### config.mk
export PLATFORM = sky130hd
export DESIGN_NAME = multicycle_alu
export DESIGN_NICKNAME = d
export VERILOG_FILES = /design/src/rtl/alu_pkg.sv /design/src/rtl/alu_mul_seq.sv /design/src/rtl/multicycle_alu.sv
export SDC_FILE = /design/constraint.sdc
export NUM_CORES = 1
export LEC_CHECK = 0
export CAP_MARGIN = 40
export CORE_MARGIN = 2
export CORE_UTILIZATION = 53
export CTS_BUF_LIST = sky130_fd_sc_hd__clkbuf_8
export DETAILED_ROUTE_END_ITERATION = 16
export PLACE_DENSITY = 0.8
export SLEW_MARGIN = 20
export SYNTH_ARGS = -nofsm -noshare
export SYNTH_HDL_FRONTEND = slang
export SYNTH_HIERARCHICAL = 1
export SYNTH_SLANG_ARGS = --single-unit
### constraint.sdc
create_clock -name clk -period 2.67 [get_ports clk]
set_input_delay 0.4005 -clock clk [delete_from_list [all_inputs] [get_ports clk]]
set_output_delay 0.4005 -clock clk [all_outputs]
set_load 0.03 [all_outputs]
### src/rtl/alu_pkg.sv
// Shared opcode encodings, FSM state enum and flag payload for multicycle_alu.
// Optional feature macro: MULTICYCLE_ALU_MUL_EN adds the EXEC state used by
// the iterative multiplier.
package alu_pkg;

  typedef enum logic [3:0] {
    OP_AND  = 4'b0000,
    OP_OR   = 4'b0001,
    OP_NOTA = 4'b0010,
    OP_NOR  = 4'b0011,
    OP_XOR  = 4'b0100,
    OP_NAND = 4'b0101,
    OP_ADD  = 4'b0110,
    OP_SUB  = 4'b0111,
    OP_MUL  = 4'b1000
  } alu_op_e;

`ifdef MULTICYCLE_ALU_MUL_EN
  typedef enum logic [1:0] {
    ST_IDLE = 2'd0,
    ST_DONE = 2'd1,
    ST_EXEC = 2'd2
  } alu_state_e;
`else
  typedef enum logic {
    ST_IDLE = 1'b0,
    ST_DONE = 1'b1
  } alu_state_e;
`endif

  typedef struct packed {
    logic cout;
    logic negative;
    logic zero;
    logic overflow;
    logic illegal;
  } alu_flags_t;

  localparam alu_flags_t FLAGS_RST = '{cout: 1'b0, negative: 1'b0, zero: 1'b1,
                                       overflow: 1'b0, illegal: 1'b0};

endpackage

### src/rtl/alu_mul_seq.sv
// Iterative shift-add unsigned multiplier, one multiplier bit per cycle.
// Ports: clk, rst_n (async active-low), start (captures a/b), a, b,
//        done (one-cycle pulse when product is final), product (2*WIDTH).
module alu_mul_seq #(
  parameter int unsigned WIDTH = 32
) (
  input  logic               clk,
  input  logic               rst_n,
  input  logic               start,
  input  logic [WIDTH-1:0]   a,
  input  logic [WIDTH-1:0]   b,
  output logic               done,
  output logic [2*WIDTH-1:0] product
);

  localparam int unsigned PW    = 2 * WIDTH;
  localparam int unsigned CNT_W = $clog2(WIDTH + 1);

  logic [PW-1:0]    mcand_q;
  logic [WIDTH-1:0] mplier_q;
  logic [CNT_W-1:0] cnt_q;
  logic             busy_q;

  // Start loads operands; each busy cycle consumes the LSB of the multiplier.
  always_ff @(posedge clk or negedge rst_n) begin
    if (!rst_n) begin
      mcand_q  <= '0;
      mplier_q <= '0;
      cnt_q    <= '0;
      busy_q   <= 1'b0;
      done     <= 1'b0;
      product  <= '0;
    end else begin
      done <= 1'b0;
      if (start) begin
        mcand_q  <= PW'(a);
        mplier_q <= b;
        cnt_q    <= '0;
        busy_q   <= 1'b1;
        product  <= '0;
      end else if (busy_q) begin
        if (mplier_q[0]) product <= product + mcand_q;
        mcand_q  <= mcand_q << 1;
        mplier_q <= mplier_q >> 1;
        cnt_q    <= cnt_q + CNT_W'(1);
        if (cnt_q == CNT_W'(WIDTH - 1)) begin
          busy_q <= 1'b0;
          done   <= 1'b1;
        end
      end
    end
  end

endmodule

### src/rtl/multicycle_alu.sv
// Handshaked ALU: single-cycle logic/add/sub, optional iterative multiply.
// Ports: clk, rst_n (async active-low); request side in_valid/in_ready with
//        operands A, B, opcode sel, carry-in Cin; result side out_valid/
//        out_ready with registered Y and flags Cout, Negative, Zero,
//        Overflow, Illegal. Result and flags hold while out_valid is high.
// Optional feature macro: MULTICYCLE_ALU_MUL_EN enables sel=1000 (MUL);
// without it that opcode reports Illegal.
module multicycle_alu
  import alu_pkg::*;
#(
  parameter int unsigned WIDTH = 32,
  parameter int unsigned SEL_W = 4
) (
  input  logic             clk,
  input  logic             rst_n,
  input  logic             in_valid,
  output logic             in_ready,
  input  logic [WIDTH-1:0] A,
  input  logic [WIDTH-1:0] B,
  input  logic [SEL_W-1:0] sel,
  input  logic             Cin,
  output logic             out_valid,
  input  logic             out_ready,
  output logic [WIDTH-1:0] Y,
  output logic             Cout,
  output logic             Negative,
  output logic             Zero,
  output logic             Overflow,
  output logic             Illegal
);

  localparam int unsigned SUM_W = WIDTH + 1;

  alu_state_e       state_q, state_d;
  alu_flags_t       flags_q, flags_c;
  logic [WIDTH-1:0] y_c, b_eff_c;
  logic [SUM_W-1:0] sum_c;
  logic             is_mul_c;
  logic             accept_c;

  assign accept_c = (state_q == ST_IDLE) && in_valid;

  // Single-cycle datapath evaluated on the live inputs; registered on accept.
  always_comb begin : alu_comb
    b_eff_c  = B;
    sum_c    = '0;
    y_c      = '0;
    flags_c  = '0;
    is_mul_c = 1'b0;
    case (sel)
      OP_AND:  y_c = A & B;
      OP_OR:   y_c = A | B;
      OP_NOTA: y_c = ~A;
      OP_NOR:  y_c = ~(A | B);
      OP_XOR:  y_c = A ^ B;
      OP_NAND: y_c = ~(A & B);
      OP_ADD, OP_SUB: begin
        if (sel == OP_SUB) b_eff_c = ~B;
        sum_c            = {1'b0, A} + {1'b0, b_eff_c} + SUM_W'(Cin);
        y_c              = sum_c[WIDTH-1:0];
        flags_c.cout     = sum_c[WIDTH];
        flags_c.overflow = (A[WIDTH-1] == b_eff_c[WIDTH-1]) &&
                           (y_c[WIDTH-1] != A[WIDTH-1]);
      end
`ifdef MULTICYCLE_ALU_MUL_EN
      OP_MUL:  is_mul_c = 1'b1;
`endif
      default: flags_c.illegal = 1'b1;
    endcase
    flags_c.negative = y_c[WIDTH-1];
    flags_c.zero     = (y_c == '0);
  end

`ifdef MULTICYCLE_ALU_MUL_EN
  logic               mul_done;
  logic [2*WIDTH-1:0] mul_product;
  alu_flags_t         mul_flags_c;

  alu_mul_seq #(.WIDTH(WIDTH)) u_mul (
    .clk     (clk),
    .rst_n   (rst_n),
    .start   (accept_c && is_mul_c),
    .a       (A),
    .b       (B),
    .done    (mul_done),
    .product (mul_product)
  );

  // Overflow flags any bit of the product that does not fit in WIDTH.
  always_comb begin : mul_flags
    mul_flags_c          = '0;
    mul_flags_c.overflow = |mul_product[2*WIDTH-1:WIDTH];
    mul_flags_c.negative = mul_product[WIDTH-1];
    mul_flags_c.zero     = (mul_product[WIDTH-1:0] == '0);
  end
`endif

  // State register.
  always_ff @(posedge clk or negedge rst_n) begin
    if (!rst_n) state_q <= ST_IDLE;
    else        state_q <= state_d;
  end

  // Next-state logic.
  always_comb begin : fsm_next
    state_d = state_q;
    case (state_q)
      ST_IDLE: if (in_valid) state_d = is_mul_c ? alu_state_e'(ST_DONE + 1'b0) : ST_DONE;
`ifdef MULTICYCLE_ALU_MUL_EN
      ST_EXEC: if (mul_done) state_d = ST_DONE;
`endif
      ST_DONE: if (out_ready) state_d = ST_IDLE;
      default: state_d = ST_IDLE;
    endcase
`ifdef MULTICYCLE_ALU_MUL_EN
    if (accept_c && is_mul_c) state_d = ST_EXEC;
`endif
  end

  // Handshake and result registers; result only changes when entering DONE.
  always_ff @(posedge clk or negedge rst_n) begin
    if (!rst_n) begin
      in_ready  <= 1'b1;
      out_valid <= 1'b0;
      Y         <= '0;
      flags_q   <= FLAGS_RST;
    end else begin
      in_ready  <= (state_d == ST_IDLE);
      out_valid <= (state_d == ST_DONE);
      if (accept_c && !is_mul_c) begin
        Y       <= y_c;
        flags_q <= flags_c;
      end
`ifdef MULTICYCLE_ALU_MUL_EN
      else if ((state_q == ST_EXEC) && mul_done) begin
        Y       <= mul_product[WIDTH-1:0];
        flags_q <= mul_flags_c;
      end
`endif
    end
  end

  assign Cout     = flags_q.cout;
  assign Negative = flags_q.negative;
  assign Zero     = flags_q.zero;
  assign Overflow = flags_q.overflow;
  assign Illegal  = flags_q.illegal;

endmodule
Word level (Yosys, flattened, before mapping). Index checks and enable logic that the tools add are counted.

Register bits: 39. Bits of input ports: 73. Output and inout bits: 39. Word-level logic and storage cells: 43.

Add/sub/neg operators: 2. Eq/ne operators: 9. Multiplexer cells: 9. Bitwise operators: 9. Reduce and logical (&&, ||, !) cells: 6.

Operators by type and width (count): 32-bit one-hot mux with 7 select lines (1); 32-bit NOT (4); 32-bit two-way mux (2); 32-bit by 32-bit adder with 33-bit output (1); 33-bit by 1-bit adder with 33-bit output (1); 32-bit AND (1); 32-bit zero test (1); 32-bit bitwise OR (1); 32-bit bitwise XOR (1); 4-bit by 3-bit == test with 1-bit output (second input constant) (4); 4-bit by 2-bit == test with 1-bit output (second input constant) (2); 8-bit OR reduction (1); 1-bit two-way mux (5); 4-bit by 1-bit == test with 1-bit output (second input constant) (1); 4-bit zero test (1); 1-bit logical AND (2); 1-bit NOT (2); 1-bit one-hot mux with 2 select lines (1); 2-bit OR reduction (1); 1-bit == test (1); 1-bit != test (1).

Depth between registers and ports, before layout.
Depth in word-level cells: 8. Depth in mapped cells: 20. Gate-level depth less buffers: 16.

Worst setup path before layout. Ideal clock, no wire load.

Kind: input to register. Start point: input sel[0]. End point: register flags_q (netlist bit Zero). Library setup time: 0.079 ns. Arrival: 4.832 ns. Data required time: 2.591 ns. Slack: -2.241 ns. Stages on the path: 20. Buffers on the path: 6. Cells stage by stage: clkbuf_1 > buf_2 > buf_2 > buf_2 > buf_2 > nand2_1 > buf_1 > xnor2_1 > fa_1 > fa_1 > nand2b_1 > a21bo_2 > a2111oi_2 > nor3_1 > o21ai_1 > a21oi_1 > or4b_1 > and3_1 > nand4_1 > o21ai_1.

Longest elaborated chain between the ends: 7. Elaborated cells between the ends (all ways): 15. Classes of those cells: 2 x add/sub; 7 x eq/ne; 3 x mux; 3 x reduce/logical.

RTL lines: from (decl) (RTL line multicycle_alu.sv:20) `input logic [SEL_W-1:0] sel,`; 4-bit by 3-bit == test with 1-bit output (RTL line multicycle_alu.sv:50, multicycle_alu.sv:58); 32-bit two-way mux (RTL line multicycle_alu.sv:58) `if (sel == OP_SUB) b_eff_c = ~B;`; 32-bit two-way mux (RTL line multicycle_alu.sv:50) `case (sel)`; 32-bit by 32-bit adder with 33-bit output (RTL line multicycle_alu.sv:59) `sum_c = {1'b0, A} + {1'b0, b_eff_c} + SUM_W'(Cin);`; 33-bit by 1-bit adder with 33-bit output (RTL line multicycle_alu.sv:59); 32-bit one-hot mux with 7 select lines (*) (RTL line multicycle_alu.sv:50); 32-bit zero test (*) (RTL line multicycle_alu.sv:71) `flags_c.zero = (y_c == '0);`; to (signal assigned) (RTL line multicycle_alu.sv:132) `flags_q <= flags_c;`; to (decl) (RTL line multicycle_alu.sv:35) `alu_flags_t flags_q, flags_c;`.

Every way passes the cells marked *; elsewhere a longest branch is shown, timed or not. The select of a mux whose other input is x is not followed. A chain may end at the register's enable or synchronous reset.

Final worst setup path.
Start point: input sel[2]. End point: register flags_q (netlist bit Zero).

The elaborated chain is that of the path after synthesis.

==> flow_metrics.env <==
export IMPL_violations="setup timing"
export IMPL_cts_inserted_buffers=5
export IMPL_cp_start_kind="input pin"
export IMPL_cap_violations=0
export IMPL_via_per_inst=6.242
export IMPL_first_global_vias=7641
export IMPL_grt_pass1_wl_um=37910
export IMPL_critPathBufInv=2
export IMPL_status="complete, but fails checks"
export IMPL_dr_pass1_iters=6
export IMPL_ys_seq_elements=38
export IMPL_wl_per_cell_um=20.28
export IMPL_ant_nets=0
export IMPL_max_clock_freq_ghz=0.2779
export IMPL_dp_cells=1260
export IMPL_finalSetupViolations=28
export IMPL_path_cells="buf_8 > nand2_4 > nor2_4 > nand2_8 > buf_12 > xnor2_1 > ha_1 > a21oi_1 > a21bo_2 > xor2_1 > a21oi_1 > nand2_1 > or3_1 > nor4_2 > and4_1 > nand4_1 > o21ai_1"
export IMPL_cpMaxStageDelayCell="ha_1"
export IMPL_via_count=8040
export IMPL_io_buffer_count=111
export IMPL_layout_cells_non_filler=1288
export IMPL_pre_cts_ws_ns=-1.569
export IMPL_syn2layout_area_growth_pct=56.39
export IMPL_rows=40
export IMPL_grt_max_degree=62
export IMPL_synth_most_common_cell="ha_1"
export IMPL_dieArea_sq_mm=0.01304
export IMPL_ys_flop_type="dfrtp_1"
export IMPL_holdCritPathClass="in -> async"
export IMPL_gr_total_overflow=0
export IMPL_syn_inst=823
export IMPL_slew_headroom_pct=47.62
export IMPL_crit_required_ns=2.89
export IMPL_skew_ns=0.004180
export IMPL_synth_async_reset_ratio_pct=100.0
export IMPL_yosysWarnings=6
export IMPL_drtIter0Drc=888
export IMPL_rsz0062_at_grt="yes"
export IMPL_dieHeight_um=114.2
export IMPL_tritoncts="done"
export IMPL_finalCritPeriodShare_pct=134.8
export IMPL_place_hpwl_um=18210
export IMPL_critPathArrivalTime_ns=3.82
export IMPL_synth_top_cells_by_count="ha_1, inv_1, nand2_1, nor2_1"
export IMPL_vdd_drop_max_mv=0.3226
export IMPL_end_kind="flip-flop"
export IMPL_netlist_area_leader_share_pct=18.47
export IMPL_worstMarginPinSlew_ns=0.7857
export IMPL_slew_viol_final=0
export IMPL_ios=112
export IMPL_yosysSeqAreaShare_pct=14.82
export IMPL_cts_max_level=2
export IMPL_syn_avg_cell_area_sq_um=7.819
export IMPL_core_area_sq_mm=0.01191
export IMPL_crit_top_cell="a21oi_1"
export IMPL_clk_pin_slew_worst_paths_ns=0.07
export IMPL_hold_viol=0
export IMPL_crit_type="in -> reg"
export IMPL_fillers=687
export IMPL_cts_max_path_buffers=2
export IMPL_power_density_mw_per_mm2=383.7
export IMPL_drc=0
export IMPL_final_nets=1310
export IMPL_clock_latency_ns=0.29
export IMPL_cpPeakStageDelay_ns=0.42
export IMPL_cp_top_family="simple AND/OR/NAND/NOR gates"
export IMPL_setup_ws_ns=-0.9285
export IMPL_yosys_top_cells_area="ha_1, dfrtp_1, xnor2_1"
export IMPL_synth_edf_count=0
export IMPL_p_leak_uw=0.004769
export IMPL_cp_max_fo=19
export IMPL_gp_congestion=1.008
export IMPL_grt_usage_pct=35.85
export IMPL_cts_root_buf="clkbuf_8"
export IMPL_power_uw=3862
export IMPL_wirelength_um=26130
export IMPL_grt_antenna_before_repair=0
export IMPL_synth_top_area_cell="ha_1"
export IMPL_synth_nets=993
export IMPL_syn_cell_area_sq_mm=0.006435
export IMPL_min_period_ns=3.598
export IMPL_insertedDiodeCount=0
export IMPL_die_x_um=114.2
export IMPL_layout_drive_gt1_share_pct=33.74
export IMPL_ys_types=77
export IMPL_floorplan_initialDensity_pct=54.02
export IMPL_cts_sinks=38
-- sequential cells by signal, summed over array words and instances, names as in the netlist --
register,flops
Overflow,1
in_ready,1
out_valid,1
Y,32
Illegal,1
Zero,1
Cout,1
-- cells by family after synthesis --
family                     count (synthesis)  synth area share (%)
buffers and inverters                    124                 7.778
xor gates and xnor gates                  75                 10.21
muxes                                     32                 5.308
adders and majority gates                 97                 19.09
AOI/OAI and AO/OA                        249                 26.87
DFF                                       38                 14.82
and+or+nand+nor                          208                 15.92
-- what timing repair did --
action | 4_1_cts | 5_1_grt
pin swaps | 32 | 35
endpoints found under the hold margin | 0 | 8
buffers inserted | 13 | 12
hold buffers | 0 | 1
endpoints found under the setup margin | 34 | 30
gates resized for setup | 67 | 47
-- per-stage QoR --
step | hold slack [ns] | setup TNS (ns) | instance area (sq um) | utilization (%)
after floorplan | 0.1049 | -21.81 | 6665 | -
after global placement | 0.4601 | -34.08 | 9369 | 78.66
after detailed placement | 0.4654 | -36.65 | 9369 | 78.66
after CTS | 0.2175 | -10.53 | 9781 | 82.11
after global routing | 0.5021 | -17.44 | 10060 | 84.49
final | 0.4879 | -15.00 | 10060 | 84.49
-- metal layers --
layer / part of all wire, % / GRT usage, %
met5: 0 / 0
met4: 5.2 / 11.63
met3: 8.4 / 2.488
met2: 46 / 61.07
met1: 40 / 48.44
-- worst paths after layout --
path	cells past startpoint	slack [ns]	to	start
worst max-delay path	17	-0.93	Zero$_DFFE_PN1P_	sel[2]
worst min-delay path	2	0.49	Y[7]$_DFFE_PN0P_	rst_n
worst max register to register	8	0.03	Zero$_DFFE_PN1P_	out_valid$_DFF_PN0_
worst min register to register	2	0.49	Y[0]$_DFFE_PN0P_	Y[0]$_DFFE_PN0P_
max in group asynchronous	3	1.69	Zero$_DFFE_PN1P_	rst_n
min in group clk	2	0.49	Y[0]$_DFFE_PN0P_	Y[0]$_DFFE_PN0P_
-- power by group --
group / internal (uW) / leakage, uW / switching [uW] / total (uW)
sequential: 703 / 0.000487 / 82.7 / 786
clock: 177 / 0.0000491 / 203 / 381
combinational: 1270 / 0.00423 / 1430 / 2700
total: 2150 / 0.00477 / 1710 / 3860
-- cell type report --
| cell class | instances | area [sq um] | area share, % |
|---|---|---|---|
| tap | 147 | 183.9 | 1.828 |
| clock buffer | 5 | 68.82 | 0.6838 |
| timing repair buffer | 360 | 3017 | 29.98 |
| inverter | 74 | 277.8 | 2.760 |
| multi-input combinational | 661 | 5549 | 55.14 |
| sequential | 38 | 953.4 | 9.474 |
| clock inverter | 3 | 13.76 | 0.1368 |
-- layout by cell type (no fill, tap or decap), types with 5 or more instances in the layout --
cell type	Yosys	final
a211oi_1	12	7
a21o_1	16	16
a21oi_1	48	36
a21oi_2	3	13
buf_4	4	243
buf_6	0	5
clkbuf_8	0	5
clkdlybuf4s50_1	0	101
dfrtp_1	36	36
dlygate4sd2_1	0	5
ha_1	95	93
inv_1	74	72
mux2_2	16	16
mux2i_1	15	14
nand2_1	57	55
nand2b_1	9	7
nand3_1	20	19
nand4_1	7	7
nor2_1	52	46
nor2b_1	7	7
nor3_1	14	9
o211ai_1	14	14
o21a_1	10	10
o21ai_0	48	32
o21ai_1	6	12
o21ai_2	0	10
o221ai_1	26	26
o22ai_1	11	9
or3_1	7	6
xnor2_1	44	38
xor2_1	31	28
(Power assumes the default switching activity.)
